[src/rtl/synth_pkg.sv]
// Shared types and constants for the synth voice datapath.
package synth_pkg;

  typedef enum logic [2:0] {
    ST_IDLE    = 3'd0,
    ST_ATTACK  = 3'd1,
    ST_DECAY   = 3'd2,
    ST_SUSTAIN = 3'd3,
    ST_RELEASE = 3'd4
  } adsr_state_t;

  localparam int ENV_WIDTH_DEF = 16;
  localparam logic [ENV_WIDTH_DEF-1:0] ENV_MAX_DEF = '1;

  // Full-scale envelope value for a given width; the 32-bit wrap still gives all ones at w=32.
  function automatic logic [31:0] env_max(input int unsigned w);
    return (32'd1 << w) - 32'd1;
  endfunction

endpackage

[src/rtl/env_scaler.sv]
// Two-stage signed x unsigned gain pipeline: register the product, then the shifted result.
module env_scaler #(
  parameter int DATA_WIDTH = 32,
  parameter int ENV_WIDTH  = 16
) (
  input  logic                         clk,
  input  logic                         rst,
  input  logic signed [DATA_WIDTH-1:0] data_i,
  input  logic        [ENV_WIDTH-1:0]  env_i,
  output logic signed [DATA_WIDTH-1:0] data_o
);

  localparam int PW = DATA_WIDTH + ENV_WIDTH + 1;

  logic signed [PW-1:0]         data_ext;
  logic signed [PW-1:0]         env_ext;
  logic signed [PW-1:0]         prod_d;
  logic signed [PW-1:0]         prod_q;
  logic signed [PW-1:0]         shift_d;
  logic signed [DATA_WIDTH-1:0] data_q;
  logic                         unused_shift_hi;

  // Gain is always below 1.0, so the product fits in PW bits and the truncated result cannot overflow.
  assign data_ext = {{(PW-DATA_WIDTH){data_i[DATA_WIDTH-1]}}, data_i};
  assign env_ext  = {{(PW-ENV_WIDTH){1'b0}}, env_i};
  assign prod_d   = data_ext * env_ext;
  assign shift_d  = prod_q >>> ENV_WIDTH;
  assign unused_shift_hi = ^shift_d[PW-1:DATA_WIDTH];
  assign data_o   = data_q;

  // Pipeline registers, cleared by synchronous reset.
  always_ff @(posedge clk) begin
    if (rst) begin
      prod_q <= '0;
      data_q <= '0;
    end else begin
      prod_q <= prod_d;
      data_q <= shift_d[DATA_WIDTH-1:0];
    end
  end

endmodule

[src/rtl/adsr_envelope.sv]
// Per-voice ADSR envelope generator and VCA, advanced once per sample strobe.
//
//   state   | meaning
//   IDLE    | voice silent, env held at 0
//   ATTACK  | env rising by attack_step per strobe toward full scale
//   DECAY   | env falling by decay_step per strobe toward sustain_level
//   SUSTAIN | env tracks sustain_level while the gate is held
//   RELEASE | env falling by release_step per strobe toward 0
module adsr_envelope
  import synth_pkg::*;
#(
  parameter int DATA_WIDTH = 32,
  parameter int ENV_WIDTH  = ENV_WIDTH_DEF
) (
  input  logic                         clk,
  input  logic                         rst,
  input  logic                         step_in,
  input  logic                         gate_in,
  input  logic        [ENV_WIDTH-1:0]  attack_step,
  input  logic        [ENV_WIDTH-1:0]  decay_step,
  input  logic        [ENV_WIDTH-1:0]  sustain_level,
  input  logic        [ENV_WIDTH-1:0]  release_step,
  input  logic signed [DATA_WIDTH-1:0] data_in,
  output logic signed [DATA_WIDTH-1:0] data_out,
  output logic        [ENV_WIDTH-1:0]  env_out,
  output logic        [2:0]            state_out,
  output logic                         active_out
);

  localparam logic [ENV_WIDTH-1:0] ENV_MAX = ENV_WIDTH'(env_max(ENV_WIDTH));

  adsr_state_t          state_q, state_d;
  logic [ENV_WIDTH-1:0] env_q, env_d;
  logic                 active_q, active_d;

  logic [ENV_WIDTH:0]   attack_sum;
  logic [ENV_WIDTH:0]   decay_floor;

  // Widened so neither the attack overflow nor the decay floor can wrap.
  assign attack_sum  = {1'b0, env_q} + {1'b0, attack_step};
  assign decay_floor = {1'b0, sustain_level} + {1'b0, decay_step};

  // Next state and envelope; everything holds unless this is a strobe cycle.
  always_comb begin
    state_d = state_q;
    env_d   = env_q;
    if (step_in) begin
      unique case (state_q)
        ST_IDLE: begin
          if (gate_in) state_d = ST_ATTACK;
          else         env_d   = '0;
        end
        ST_ATTACK: begin
          if (!gate_in) begin
            state_d = ST_RELEASE;
          end else if (attack_sum >= {1'b0, ENV_MAX} || attack_step == '0) begin
            env_d   = ENV_MAX;
            state_d = ST_DECAY;
          end else begin
            env_d = attack_sum[ENV_WIDTH-1:0];
          end
        end
        ST_DECAY: begin
          // env <= sustain + step covers both the floor crossing and env < step.
          if (!gate_in) begin
            state_d = ST_RELEASE;
          end else if (decay_step == '0 || env_q <= sustain_level ||
                       {1'b0, env_q} <= decay_floor) begin
            env_d   = sustain_level;
            state_d = ST_SUSTAIN;
          end else begin
            env_d = env_q - decay_step;
          end
        end
        ST_SUSTAIN: begin
          if (!gate_in) state_d = ST_RELEASE;
          else          env_d   = sustain_level;
        end
        ST_RELEASE: begin
          // Retrigger keeps the current level so there is no click back to 0.
          if (gate_in) begin
            state_d = ST_ATTACK;
          end else if (env_q <= release_step || release_step == '0) begin
            env_d   = '0;
            state_d = ST_IDLE;
          end else begin
            env_d = env_q - release_step;
          end
        end
        default: begin
          state_d = ST_IDLE;
          env_d   = '0;
        end
      endcase
    end
    active_d = (state_d != ST_IDLE);
  end

  // State, envelope and activity registers; reset has priority over a coincident strobe.
  always_ff @(posedge clk) begin
    if (rst) begin
      state_q  <= ST_IDLE;
      env_q    <= '0;
      active_q <= 1'b0;
    end else begin
      state_q  <= state_d;
      env_q    <= env_d;
      active_q <= active_d;
    end
  end

  assign env_out    = env_q;
  assign state_out  = state_q;
  assign active_out = active_q;

  env_scaler #(
    .DATA_WIDTH(DATA_WIDTH),
    .ENV_WIDTH (ENV_WIDTH)
  ) u_vca (
    .clk   (clk),
    .rst   (rst),
    .data_i(data_in),
    .env_i (env_q),
    .data_o(data_out)
  );

endmodule

[config.mk]
export PLATFORM = sky130hd
export DESIGN_NAME = adsr_envelope
export DESIGN_NICKNAME = d
export VERILOG_FILES = /design/src/rtl/synth_pkg.sv /design/src/rtl/env_scaler.sv /design/src/rtl/adsr_envelope.sv
export SDC_FILE = /design/constraint.sdc
export NUM_CORES = 2
export LEC_CHECK = 0
export CORE_MARGIN = 3
export CORE_UTILIZATION = 45
export CTS_CLUSTER_SIZE = 30
export DETAILED_ROUTE_END_ITERATION = 12
export PLACE_DENSITY = 0.68
export SLEW_MARGIN = 20
export SYNTH_ARGS = -nofsm -noshare
export SYNTH_HDL_FRONTEND = slang
export SYNTH_SLANG_ARGS = --single-unit
[constraint.sdc]
create_clock -name clk -period 12.9 [get_ports clk]
set_input_delay 1.935 -clock clk [delete_from_list [all_inputs] [get_ports clk]]
set_output_delay 1.935 -clock clk [all_outputs]
set_load 0.03 [all_outputs]
## After elaboration in Yosys (flattened, before gate mapping)

Cells that the tools add are included.

| cells by class | value |
|---|---|
| order comparisons | 4 |
| mux-type cells | 19 |
| reductions and logical operators | 10 |
| divide/modulo/power cells | 0 |
| shifts and indexed selects | 0 |
| $mul | 1 |
| bitwise logic cells | 0 |
| eq/ne operators | 9 |
| add/subtract/negate cells | 4 |

Operators by type and width:

| cell | number |
|---|---|
| $mux W16 | 8 |
| $pmux W16 S5 | 1 |
| $logic_not A16 Y1 | 3 |
| $mul A32 B17 Y48 | 1 |
| $add A16 B16 Y17 | 2 |
| $le A16 B16 Y1 | 2 |
| $sub A16 B16 Y16 | 2 |
| $mux W3 | 9 |
| $ge A17 B16 Y1 const B | 1 |
| $le A16 B17 Y1 | 1 |
| $pmux W3 S5 | 1 |
| $ne A2 B2 Y1 const B | 5 |
| $eq A3 B2 Y1 const B | 2 |
| $reduce_and A6 Y1 | 1 |
| $logic_or A1 B1 Y1 | 4 |
| $eq A3 B1 Y1 const B | 1 |
| $eq A3 B3 Y1 const B | 1 |
| $logic_not A3 Y1 | 1 |
| $reduce_bool A3 Y1 | 1 |

| storage, ports and cells | value |
|---|---|
| logic and storage cells | 52 |
| RAM bits | 0 |
| bits in read-only memories | 0 |
| memories kept | 0 |
| bits in registers | 100 |
| output and inout port bits | 52 |
| input port bits | 100 |
| latch bits | 0 |

## Logic depth before layout (Yosys ltp)

| depth | value |
|---|---|
| word-level depth | 8 |
| depth in mapped cells | 24 |
| gate-level depth less buffers | 23 |

## Cells and area by module

From an unflattened synthesis, not the netlist that was laid out.

| second synthesis, totals | value |
|---|---|
| cell total of the unflattened synthesis | 2870 |
| area, all modules | 24557.3 sq um |

By module, submodules not included:

| module | times used | area an instance (sq um) | seq. area each (sq um) | cells each |
|---|---|---|---|---|
| env_scaler | 1 | 19322.3 | 1281.2 | 2149 |
| adsr_envelope | 1 | 5235.0 | 400.4 | 721 |

## Worst setup path after synthesis

OpenSTA, ideal clock, no wires.

| timing | value |
|---|---|
| path type | input to register |
| from | input port data_in[7] |
| to | register u_vca.prod_q[34] |
| library setup time | 121 ps |
| data arrival time | 7545 ps |
| path buffers | 1 |
| stages on the path | 23 |
| setup slack | 5234 ps |
| data required time | 12779 ps |
| cell sequence | clkbuf_1 -> nand2_1 -> fa_1 -> inv_1 -> fa_1 -> inv_1 -> fa_1 -> inv_1 -> fa_1 -> fa_1 -> inv_1 -> fa_1 -> inv_1 -> ha_1 -> a21oi_1 -> o21ai_0 -> a221oi_1 -> nand2_1 -> o2111ai_1 -> a21oi_1 -> or2_2 -> a31oi_1 -> mux2_2 |

| between the ends | value |
|---|---|
| word-level cells in the longest chain between the ends | 1 |

RTL lines:

| what | line | source |
|---|---|---|
| start: declaration | adsr_envelope.sv:23 | `input logic signed [DATA_WIDTH-1:0] data_in,` |
| $mul A32 B17 Y48 | env_scaler.sv:26 | `assign prod_d = data_ext * env_ext;` |
| end signal: assignment | env_scaler.sv:37 | `prod_q <= prod_d;` |
| end: declaration | env_scaler.sv:18 | `logic signed [PW-1:0] prod_q;` |

Every way passes these cells.
A chain may end at the register's enable or synchronous reset.

## Final worst setup path

| timing | value |
|---|---|
| from | input port data_in[9] |
| to | register u_vca.prod_q[47] |

Same word-level chain as after synthesis.

==> results.txt <==
----------------------------------------------------
[Outcome]
  Outcome ... complete, no violations

[Yosys]
  Share of synthesized registers carrying an async set or reset ... 0%
  Main combinational cell family by area after synthesis ... adder cells
  Adder and majority gate portion of the synthesized area ... between 50 and 60%
  Post-synth design cell area ... between 0.02 and 0.025 mm2
  Post-synth EDFFs ... 0
  Library cells used by synthesis ... 65
  Compound-cell area share of the yosys netlist ... under 10%
  Largest area contributor in the netlist ... fa_1
  Simple-gate portion of the synthesized area ... between 10% and 20%
  Top cells by count, synth ... inv_1 (620), fa_1 (486), nand2_1 (378)
  Portion of netlist area occupied by mux cells ... less than 1%
  Synthesized instance count ... ~2,800
  Post-Synth XOR/XNOR Area ... about 2.3%
  Most used standard cell by instance count after synthesis ... inv_1
  Area share of the largest cell type after synthesis ... about two fifths
  Synthesis-stage register bit count ... between 80 and 90
  Sequential area share after synthesis ... 7.023%
  Number of warnings issued by yosys ... 0
  Net count after synthesis ... 3,572
  Ys flop type ... dfxtp_1
  Cells taking the most area after synthesis ... fa_1 (41%), ha_1 (11%), inv_1 (9.7%)
  Synthesized area per cell ... 8.617 um2

[STA]
  Final setup viols ... 0
  Actual transition at the worst max-transition pin ... around 940 ps
  Final min period ... between 9000 and 10,000 ps
  Hold violation total from the final report ... 0
  Setup tns final ... 0 ps
  Worst hold margin ... between 400 and 500 ps
  Headroom to the max-slew limit ... between 30% and 40%
  RSZ-0062 raised after global routing ... false
  Number of pins with negative max-slew slack in the final report ... 0
  Final worst path period share ... 70.38%
  Max Fclk ... around 110 MHz
  Post-Route Skew ... 9.262 ps

[Finish]
  Fin nets ... 3,645
  Post-layout utilization of the core ... around 51%
  Share of layout cells above drive strength 1 ... about 2.2%
  Area of all placed cells without fillers ... around 0.026 mm2
  Area growth syn-to-layout ... 10.19%

[Run]
  Number of violations of the max-capacitance limit ... 0

[Floorplanning]
  Die boundary height ... between 200 and 250 um
  Area inside the core boundary ... ~0.052 mm2
  Die ar. ... about 0.056 mm2
  Number of standard-cell rows in the floorplan ... 83
  Count of pins on the block boundary ... between 150 and 200
  Effective utilization at floorplan ... around 46%
  Floorplan die width ... 236.7 um

[GRT]
  Antenna violations before repair ... 0
  Total routing resource utilization after global routing ... about a quarter
  Number of global-route vias before repair ... 21,076
  Global-route wire length before repair ... between 100,000 and 150,000 um
  Aggregate global routing overflow ... 0
  Maximum number of pins on one net before global-route repair ... 85

[Pwr]
  Power density relative to cell area ... about 29 mW/mm2
  Pleak ... approximately 0.013 uW
  Peak supply drop ... between 0.04 and 0.05 mV

[CTS]
  Number of buffers inserted during clock tree synthesis ... 9
  Cts repair resizes ... 0
  Clock buffer depth ... 2
  Clock insertion delay at the later pin of the skew report ... 380 ps
  Setup Fix Bufs, Post-CTS ... 0
  Clock-pin slew on the worst setup and hold paths ... approximately 60 ps
  Clock tree sinks ... 84
  TritonCTS clock tree ... done
  Root buffer selected by CTS ... clkbuf_16
  Number of buffers inserted for hold repair after clock tree synthesis ... 0
  H-tree depth ... 3

[Critical path]
  Critical path class ... input pin to flop
  Worst Path Required ... between 10,000 and 15,000 ps
  Crit end category ... flop
  Reg2reg setup slack ... between 5000 and 6000 ps
  Reg-to-reg critical path endpoint ... u_vca.prod_q[47]$_SDFF_PP0_
  Worst-path maximum fanout ... 16
  Number of cell instances on the worst register-to-register path ... 23
  Arrival time of the worst setup path ... ~9400 ps
  Startpoint Class ... input pin
  Critical R2R Launch ... env_out[9]$_SDFFE_PP0P_

[Drt]
  Total Wirelength ... around 66,000 um
  Final routed DRC violation total ... 0
  Average routed wire per standard cell ... about 19 um
  Via-to-Cell Ratio ... around 5.4
  Number of DRC markers after the initial detailed-route iteration ... ~1,300
  Number of iterations in the first detailed-routing pass ... 6
  Post-route antenna net violation count ... 0
  Total via count in the routed design ... 19,205

[Worst hold path]
  Worst-case hold path end point ... u_vca.data_o[1]$_SDFF_PP0_
  Hold Crit Start ... u_vca.prod_q[17]$_SDFF_PP0_
  Cell depth of the worst hold path ... 1
  Class of the worst hold path ... flop to flop

[Place]
  Placed cell areas ... roughly 0.026 mm2
  Detail Placement HPWL ... 52,630 um
  Routability congestion estimate ... 0.9439
  Number of buffers inserted by port buffering ... 151

----------------------------------------------------
==> cell type report <==
type	instances	area (um2)
diodes	1	2.502
clock buffers	9	225.2
clock inverters	7	101.3
fillers	4900	25540
inverters	621	2331
multi-input cells	1965	19530
flip-flops and latches	84	1683
well taps	680	850.8
repair buffers	171	1667
==> flip-flops by register name (all words and copies together) (netlist names) <==
signal and flops:
u_vca.prod_q 32, state_out 3, env_out 16, active_out 1, u_vca.data_o 32
==> where the power goes <==
part	leakage (uW)	internal, uW	switching [uW]	total [uW]
Sequential	0.000678	262	1.56	263
Combinational	0.0123	84.7	131	216
Clock	0.000152	170	115	285
==> metrics by stage <==
step,total power [uW],cells,setup WS [ps]
final,764.4,3538,3821
after global routing,805.5,3537,3419
after CTS,774.2,3536,3893
after detailed placement,480.5,3520,3514
after global placement,477.3,3520,3687
after floorplan,388.6,2779,5234
==> worst max-delay path: stages <==
cell             delay, ps
clkdlybuf4s50_1        820
and2_1                 400
fa_1                   540
inv_1                   50
fa_1                   470
fa_1                   510
inv_1                   60
fa_1                   440
fa_1                   510
inv_1                   50
fa_1                   480
inv_1                   50
ha_1                   280
a21oi_1                230
o21ai_0                170
a221oi_1               500
nand2_1                150
o21ai_0                490
a21oi_1                340
a211o_1                400
o21a_1                 210
o31ai_1                250
==> routing by layer <==
layer,wire length (um),track usage [%]
met2,32520,42.33
met1,27340,31.11
met5,0,0
met4,2309,8.723
met3,3948,3.785
==> how the worst max path moves through the flow <==
stage               slack (ps)  cells past startpoint         from                           to
finish                    3820                     22   data_in[9]  u_vca.prod_q[47]$_SDFF_PP0_
global route              3420                     22  data_in[10]  u_vca.prod_q[47]$_SDFF_PP0_
floorplan                 5230                     23   data_in[7]  u_vca.prod_q[34]$_SDFF_PP0_
global placement          3690                     21  data_in[13]  u_vca.prod_q[46]$_SDFF_PP0_
detailed placement        3510                     21  data_in[13]  u_vca.prod_q[47]$_SDFF_PP0_
CTS                       3890                     21  data_in[13]  u_vca.prod_q[47]$_SDFF_PP0_
==> placed cells by master, fill, tap and decap left out, types with 9 or more instances in the layout <==
cell type,instances
a211oi_1,13
a21o_1,28
a21oi_1,80
a311oi_1,9
a31oi_1,14
and2_1,187
and3_1,17
buf_4,20
clkbuf_16,9
clkdlybuf4s50_1,150
dfxtp_1,83
fa_1,486
ha_1,207
inv_1,620
mux2i_1,12
nand2_1,378
nand2b_1,19
nand3_1,20
nand4_1,21
nor2_1,67
nor2b_1,49
nor3_1,45
nor4_1,19
o211ai_1,13
o21a_1,24
o21ai_0,61
o31ai_1,11
or3_1,10
xnor2_1,48
xor2_1,16
==> kinds of logic (layout without fill, tap and decap cells) <==
family                   Yosys count  after routing
flip-flops                        84             84
AND/OR/NAND/NOR                  861            861
AO/OA/AOI/OAI                    329            329
multiplexers                      18             18
buffers and inverters            730            808
adder cells (fa/ha/maj)          693            693
other                              0              1
XOR/XNOR                          64             64
Note: power is estimated with default switching activity, not from simulation.
